<file path="src/rtl/switch_mcu_pkg.sv">
// Shared decode constants, slot counter idle value, sequencer state encoding and op-enable bundle.
package switch_mcu_pkg;

  localparam logic [6:0] OPC_OP_IMM = 7'b0010011;
  localparam logic [2:0] F3_ADDI    = 3'b000;
  localparam logic [2:0] F3_SLTI    = 3'b010;
  localparam logic [2:0] F3_XORI    = 3'b100;
  localparam logic [2:0] F3_ORI     = 3'b110;
  localparam logic [2:0] F3_ANDI    = 3'b111;

  localparam logic [3:0] CNT_IDLE   = 4'hF;

  typedef enum logic [1:0] {
    ST_FETCH = 2'd0,
    ST_EXEC  = 2'd1,
    ST_HALT  = 2'd2
  } state_t;

  typedef struct packed {
    logic addi;
    logic slti;
    logic xori;
    logic ori;
    logic andi;
  } op_en_t;

endpackage

</file>
<file path="src/rtl/switch_mcu_dec_fields.sv">
// Combinational OP-IMM decode: instruction word to one-hot op enables, illegal flag and I-type fields.
module switch_mcu_dec_fields
  import switch_mcu_pkg::*;
(
  input  logic [31:0] instr,
  output op_en_t      en,
  output logic        illegal,
  output logic [11:0] imm,
  output logic [4:0]  rs1,
  output logic [4:0]  rd
);

  always_comb begin
    en      = '0;
    illegal = 1'b1;
    if (instr[6:0] == OPC_OP_IMM) begin
      illegal = 1'b0;
      case (instr[14:12])
        F3_ADDI: en.addi = 1'b1;
        F3_SLTI: en.slti = 1'b1;
        F3_XORI: en.xori = 1'b1;
        F3_ORI:  en.ori  = 1'b1;
        F3_ANDI: en.andi = 1'b1;
        default: illegal = 1'b1;
      endcase
    end
  end

  assign imm = instr[31:20];
  assign rs1 = instr[19:15];
  assign rd  = instr[11:7];

endmodule

</file>
<file path="src/rtl/switch_mcu_decoder.sv">
// Fetch/decode sequencer: one instruction per SLOT_LEN+1 cycles, enables visible from cnt==0, ready only in FETCH.
// SWITCH_MCU_DEC_ILLEGAL_HALT_EN: an illegal instruction parks the sequencer in HALT until reset.
module switch_mcu_decoder
  import switch_mcu_pkg::*;
#(
  parameter int unsigned SLOT_LEN = 8,
  parameter logic [31:0] RESET_PC = 32'h0000_0000
) (
  input  logic        in_clk,
  input  logic        in_rst,
  input  logic        in_instr_valid,
  input  logic [31:0] in_instr,
  output logic        out_instr_ready,
  output logic [31:0] out_pc,
  output logic [3:0]  out_cycle_cnt,
  output logic        out_en_addi,
  output logic        out_en_slti,
  output logic        out_en_xori,
  output logic        out_en_ori,
  output logic        out_en_andi,
  output logic [11:0] out_imm_type_i,
  output logic [4:0]  out_rs1,
  output logic [4:0]  out_rd,
  output logic        out_illegal,
  output logic        out_halted
);

  localparam logic [3:0] CNT_LAST = 4'(SLOT_LEN - 1);

  state_t      state;
  op_en_t      en_q;
  op_en_t      dec_en;
  logic        dec_illegal;
  logic [11:0] dec_imm;
  logic [4:0]  dec_rs1;
  logic [4:0]  dec_rd;

  switch_mcu_dec_fields u_fields (
    .instr   (in_instr),
    .en      (dec_en),
    .illegal (dec_illegal),
    .imm     (dec_imm),
    .rs1     (dec_rs1),
    .rd      (dec_rd)
  );

`ifdef SWITCH_MCU_DEC_ILLEGAL_HALT_EN
  logic slot_illegal;
  logic halted;
  assign out_halted = halted;
`else
  assign out_halted = 1'b0;
`endif

  always_ff @(posedge in_clk or negedge in_rst) begin
    if (!in_rst) begin
      state           <= ST_FETCH;
      out_instr_ready <= 1'b1;
      out_pc          <= RESET_PC;
      out_cycle_cnt   <= CNT_IDLE;
      en_q            <= '0;
      out_imm_type_i  <= '0;
      out_rs1         <= '0;
      out_rd          <= '0;
      out_illegal     <= 1'b0;
`ifdef SWITCH_MCU_DEC_ILLEGAL_HALT_EN
      slot_illegal    <= 1'b0;
      halted          <= 1'b0;
`endif
    end else begin
      case (state)
        ST_FETCH: begin
          if (in_instr_valid && out_instr_ready) begin
            state           <= ST_EXEC;
            out_instr_ready <= 1'b0;
            out_cycle_cnt   <= 4'd0;
            en_q            <= dec_en;
            out_imm_type_i  <= dec_imm;
            out_rs1         <= dec_rs1;
            out_rd          <= dec_rd;
            out_illegal     <= dec_illegal;
`ifdef SWITCH_MCU_DEC_ILLEGAL_HALT_EN
            slot_illegal    <= dec_illegal;
`endif
          end
        end
        ST_EXEC: begin
          // The illegal flag is only meaningful while cnt==0.
          out_illegal <= 1'b0;
          if (out_cycle_cnt == CNT_LAST) begin
            out_cycle_cnt  <= CNT_IDLE;
            en_q           <= '0;
            out_imm_type_i <= '0;
            out_rs1        <= '0;
            out_rd         <= '0;
`ifdef SWITCH_MCU_DEC_ILLEGAL_HALT_EN
            if (slot_illegal) begin
              state  <= ST_HALT;
              halted <= 1'b1;
            end else begin
              state           <= ST_FETCH;
              out_instr_ready <= 1'b1;
              out_pc          <= out_pc + 32'd4;
            end
`else
            state           <= ST_FETCH;
            out_instr_ready <= 1'b1;
            out_pc          <= out_pc + 32'd4;
`endif
          end else begin
            out_cycle_cnt <= out_cycle_cnt + 4'd1;
          end
        end
`ifdef SWITCH_MCU_DEC_ILLEGAL_HALT_EN
        ST_HALT: begin
          out_instr_ready <= 1'b0;
          halted          <= 1'b1;
        end
`endif
        default: begin
          state           <= ST_FETCH;
          out_instr_ready <= 1'b1;
          out_cycle_cnt   <= CNT_IDLE;
          en_q            <= '0;
          out_illegal     <= 1'b0;
        end
      endcase
    end
  end

  assign out_en_addi = en_q.addi;
  assign out_en_slti = en_q.slti;
  assign out_en_xori = en_q.xori;
  assign out_en_ori  = en_q.ori;
  assign out_en_andi = en_q.andi;

endmodule

</file>
<file path="config.mk">
export PLATFORM = sky130hd
export DESIGN_NAME = switch_mcu_decoder
export DESIGN_NICKNAME = d
export VERILOG_FILES = /design/src/rtl/switch_mcu_pkg.sv /design/src/rtl/switch_mcu_dec_fields.sv /design/src/rtl/switch_mcu_decoder.sv
export SDC_FILE = /design/constraint.sdc
export NUM_CORES = 1
export LEC_CHECK = 0
export ABC_AREA = 1
export BUFFER_PORTS_ARGS = -buffer_cell sky130_fd_sc_hd__buf_2
export CORE_AREA = 2 2 89 70
export CTS_BUF_LIST = sky130_fd_sc_hd__clkbuf_8
export CTS_CLUSTER_SIZE = 24
export DETAILED_ROUTE_END_ITERATION = 12
export DIE_AREA = 0 0 91 72
export PLACE_DENSITY = 0.89
export SYNTH_ARGS = -nofsm -noshare
export SYNTH_HDL_FRONTEND = slang
export SYNTH_SLANG_ARGS = --single-unit
</file>
<file path="constraint.sdc">
create_clock -name in_clk -period 2.7 [get_ports in_clk]
set_input_delay 0.27 -clock in_clk [delete_from_list [all_inputs] [get_ports in_clk]]
set_output_delay 0.27 -clock in_clk [all_outputs]
set_load 0.02 [all_outputs]
</file>
==> metrics.yaml <==
setup_path:
  cpMaxStageDelayCell: "dfstp_2"
  reg2reg_from: "out_cycle_cnt[0]$_DFFE_PN1P_"
  worstSetupPathType: "register to register"
  crit_path_cell_trace: "ha_1 > nand2_2 > nor2_8 > nand3_2 > nor2_4 > nand3_1 > nand2_1 > nand2_1"
  cp.required_ps: 2930
  r2r_end: "out_pc[25]$_DFFE_PN0P_"
  critPathMostFrequentCell: "nand2_1"
  critPathMaxStageDelay_ps: 570
  cpLargestDelayFamily: "simple AND/OR/NAND/NOR gates"
  r2r_slack_ps: 820
  r2r_cells: 8
  cp_data_arrival_time_ps: 2110
  cp-end-kind: "register"
  cp-start-kind: "register"
  crit_buf_inv: 0
  crit_fanout: 14
global_routing:
  grt-ovfl-total: 0
  grt_use_total: 0.233
  grt_pass1_vias: 2569
  grt_pass1_wl_mm: 11.9
  grt_max_degree: 35
  antenna_found_initial: 0
timing:
  period_minus_slack_ps: 1880
  tns_ps: 0
  drv_slew: 0
  clock.fmax_mhz: 532
  rsz0062_at_grt: "no"
  whs_ps: 162
  fin_ws_ps: 819
  hold_violations: 0
  setup_viol: 0
  finalCritPeriodShare: 0.697
  skew_ps: 5.42
clock_tree:
  clkLatencyLatePin_ps: 340
  ctsHoldBuffers: 1
  post_cts_buffers: 0
  cts.sinks: 64
  cts_made_buffers: 9
  cts_resized: 0
  h-tree-depth: 3
  clock-root-buffer: "clkbuf_8"
  clk_path_buf_depth: 2
  clk_pin_slew_ps: 70
  cts_tree: "yes"
synth:
  ys.flop_type: "dfrtp_1"
  yosysSeqAreaShare: 0.522
  ys.warnings.count: 0
  synth_cell_types: 34
  ys_ff_latch: 64
  async_flop_share: 1.00
  syn-instance-count: 321
  synth_edf_count: 0
  mappedNetlistArea_sq_mm: 0.00308
  syn_avg_cell_area_sq_um: 9.60
die:
  die_x_microns: 91
  num_rows: 24
  start_util: 0.546
  io_pins: 101
  die-area_sq_mm: 0.00655
  coreArea_sq_mm: 0.00565
  die_y_microns: 72
placement:
  dp_hpwl_mm: 5.18
  dp_worst_setup_slack_ps: 857
  place_congestion: 0.891
  port_buffers: 97
power:
  power_density_mw_per_mm2: 897
  leakagePower_uw: 0.00203
  irDropWorstVdd_mv: 0.407
worst_hold_path:
  hold_depth: 2
  worstHoldEndpoint: "out_rs1[1]$_DFFE_PN0P_"
  min-delay-start: "in_instr[16]"
  min_path_type: "primary input to register"
layout:
  drive_gt1_frac: 0.345
  n_antenna_cell: 0
  nNetsFinal: 464
  area_growth_pct: 25.9
route:
  drtAntennaViolNets: 0
  totalWireLength_mm: 7.05
  wl_per_cell_microns: 13.8
  drtIter0Drc: 134
  vias_per_cell: 5.09
  vias: 2596
  dr.pass1.iters: 4
  drc: 0
run_status:
  status: "completed"
job:
  cap_violations: 0
-- flip-flops by register name, summed over array words and instances, names as in the netlist --
register,count
out_en_addi,1
out_en_ori,1
out_en_slti,1
out_rs1,5
out_en_xori,1
out_cycle_cnt,4
out_rd,5
out_imm_type_i,12
out_pc,30
out_illegal,1
out_instr_ready,1
state,1
out_en_andi,1
-- worst max path at each step --
stage	cells past startpoint	endpoint	from
detailed placement	8	out_pc[29]$_DFFE_PN0P_	out_cycle_cnt[0]$_DFFE_PN1P_
global placement	8	out_pc[29]$_DFFE_PN0P_	out_cycle_cnt[0]$_DFFE_PN1P_
finish	8	out_pc[25]$_DFFE_PN0P_	out_cycle_cnt[0]$_DFFE_PN1P_
global route	8	out_pc[29]$_DFFE_PN0P_	out_cycle_cnt[0]$_DFFE_PN1P_
CTS	8	out_pc[29]$_DFFE_PN0P_	out_cycle_cnt[0]$_DFFE_PN1P_
floorplan	9	out_pc[30]$_DFFE_PN0P_	out_cycle_cnt[0]$_DFFE_PN1P_
-- where the power goes --
group,leakage (uW),switching [uW],internal [uW]
logic,0.00106,670,407
clock network,0.000123,372,643
registers,0.000850,165,1220
-- synthesized netlist by cell type, types with 3 or more instances --
cell      count  share of area
nand4_1       7          0.014
a22o_2        7          0.023
nor3_1        4         0.0065
nor2_1       24          0.029
nor2_4        6          0.022
dfrtp_1      59           0.48
buf_4         3         0.0073
a22o_1       16          0.045
dfstp_2       5          0.043
nor2_2        3         0.0061
nand2_1      84           0.10
nand2_2       3         0.0061
buf_8         3          0.015
xnor2_1      11          0.031
o21ai_0      11          0.018
nand3_1      17          0.028
xor2_1        6          0.017
inv_1        28          0.034
nand3b_1      4         0.0097
-- area by class of cell --
| class | instances | area, sq um |
|---|---|---|
| clock inverters | 6 | 115 |
| multi-input cells | 221 | 1290 |
| repair buffers | 101 | 518 |
| inverters | 30 | 115 |
| fillers | 437 | 1760 |
| well taps | 78 | 97.6 |
| flip-flops and latches | 64 | 1610 |
| clock buffers | 10 | 138 |
-- cells in the final DEF (no fill, tap or decap), drive strengths merged, types with 5 or more instances in the layout --
cell / synthesis / layout
o21ai: 13 / 13
nand3: 20 / 20
nor2: 34 / 34
nand2: 87 / 87
dfrtp: 59 / 59
buf: 8 / 100
dfstp: 5 / 5
nand4: 10 / 10
clkbuf: 0 / 10
xor2: 6 / 6
xnor2: 11 / 11
inv: 30 / 31
a22o: 23 / 23
-- routing by layer --
layer  track usage  up-vias  share of wire
li1              -     1272              -
met1         0.290     1204           0.44
met2         0.381      108           0.46
met3        0.0852       12          0.084
met4        0.0859        0          0.015
met5             0        -              0
-- kinds of logic (layout without fill, tap and decap cells) --
family / Yosys count / after routing / share of synthesized area
DFF: 64 / 64 / 0.522
xor gates and xnor gates: 17 / 17 / 0.0483
and+or+nand+nor: 161 / 161 / 0.265
buffers and inverters: 38 / 147 / 0.0625
adders and majority gates: 2 / 2 / 0.00812
AOI/OAI and AO/OA: 38 / 38 / 0.0938
other: 1 / 3 / 0.00122
-- worst reg2reg max path, cell delays in order (launching register included) --
cell     delay (ps)
dfstp_2         570
ha_1            210
nand2_2         130
nor2_8          300
nand3_2         170
nor2_4          180
nand3_1          90
nand2_1          80
nand2_1          50
-- stage by stage --
step / cell area, sq um / util / instances / total power [uW]
floorplan: 3090 / - / 323 / 2140
global placement: 3620 / 0.641 / 493 / 2450
global route: 3880 / 0.688 / 510 / 3680
finish: 3880 / 0.688 / 510 / 3480
detailed placement: 3620 / 0.641 / 493 / 2480
CTS: 3880 / 0.688 / 510 / 3510
(Power assumes the default switching activity.)
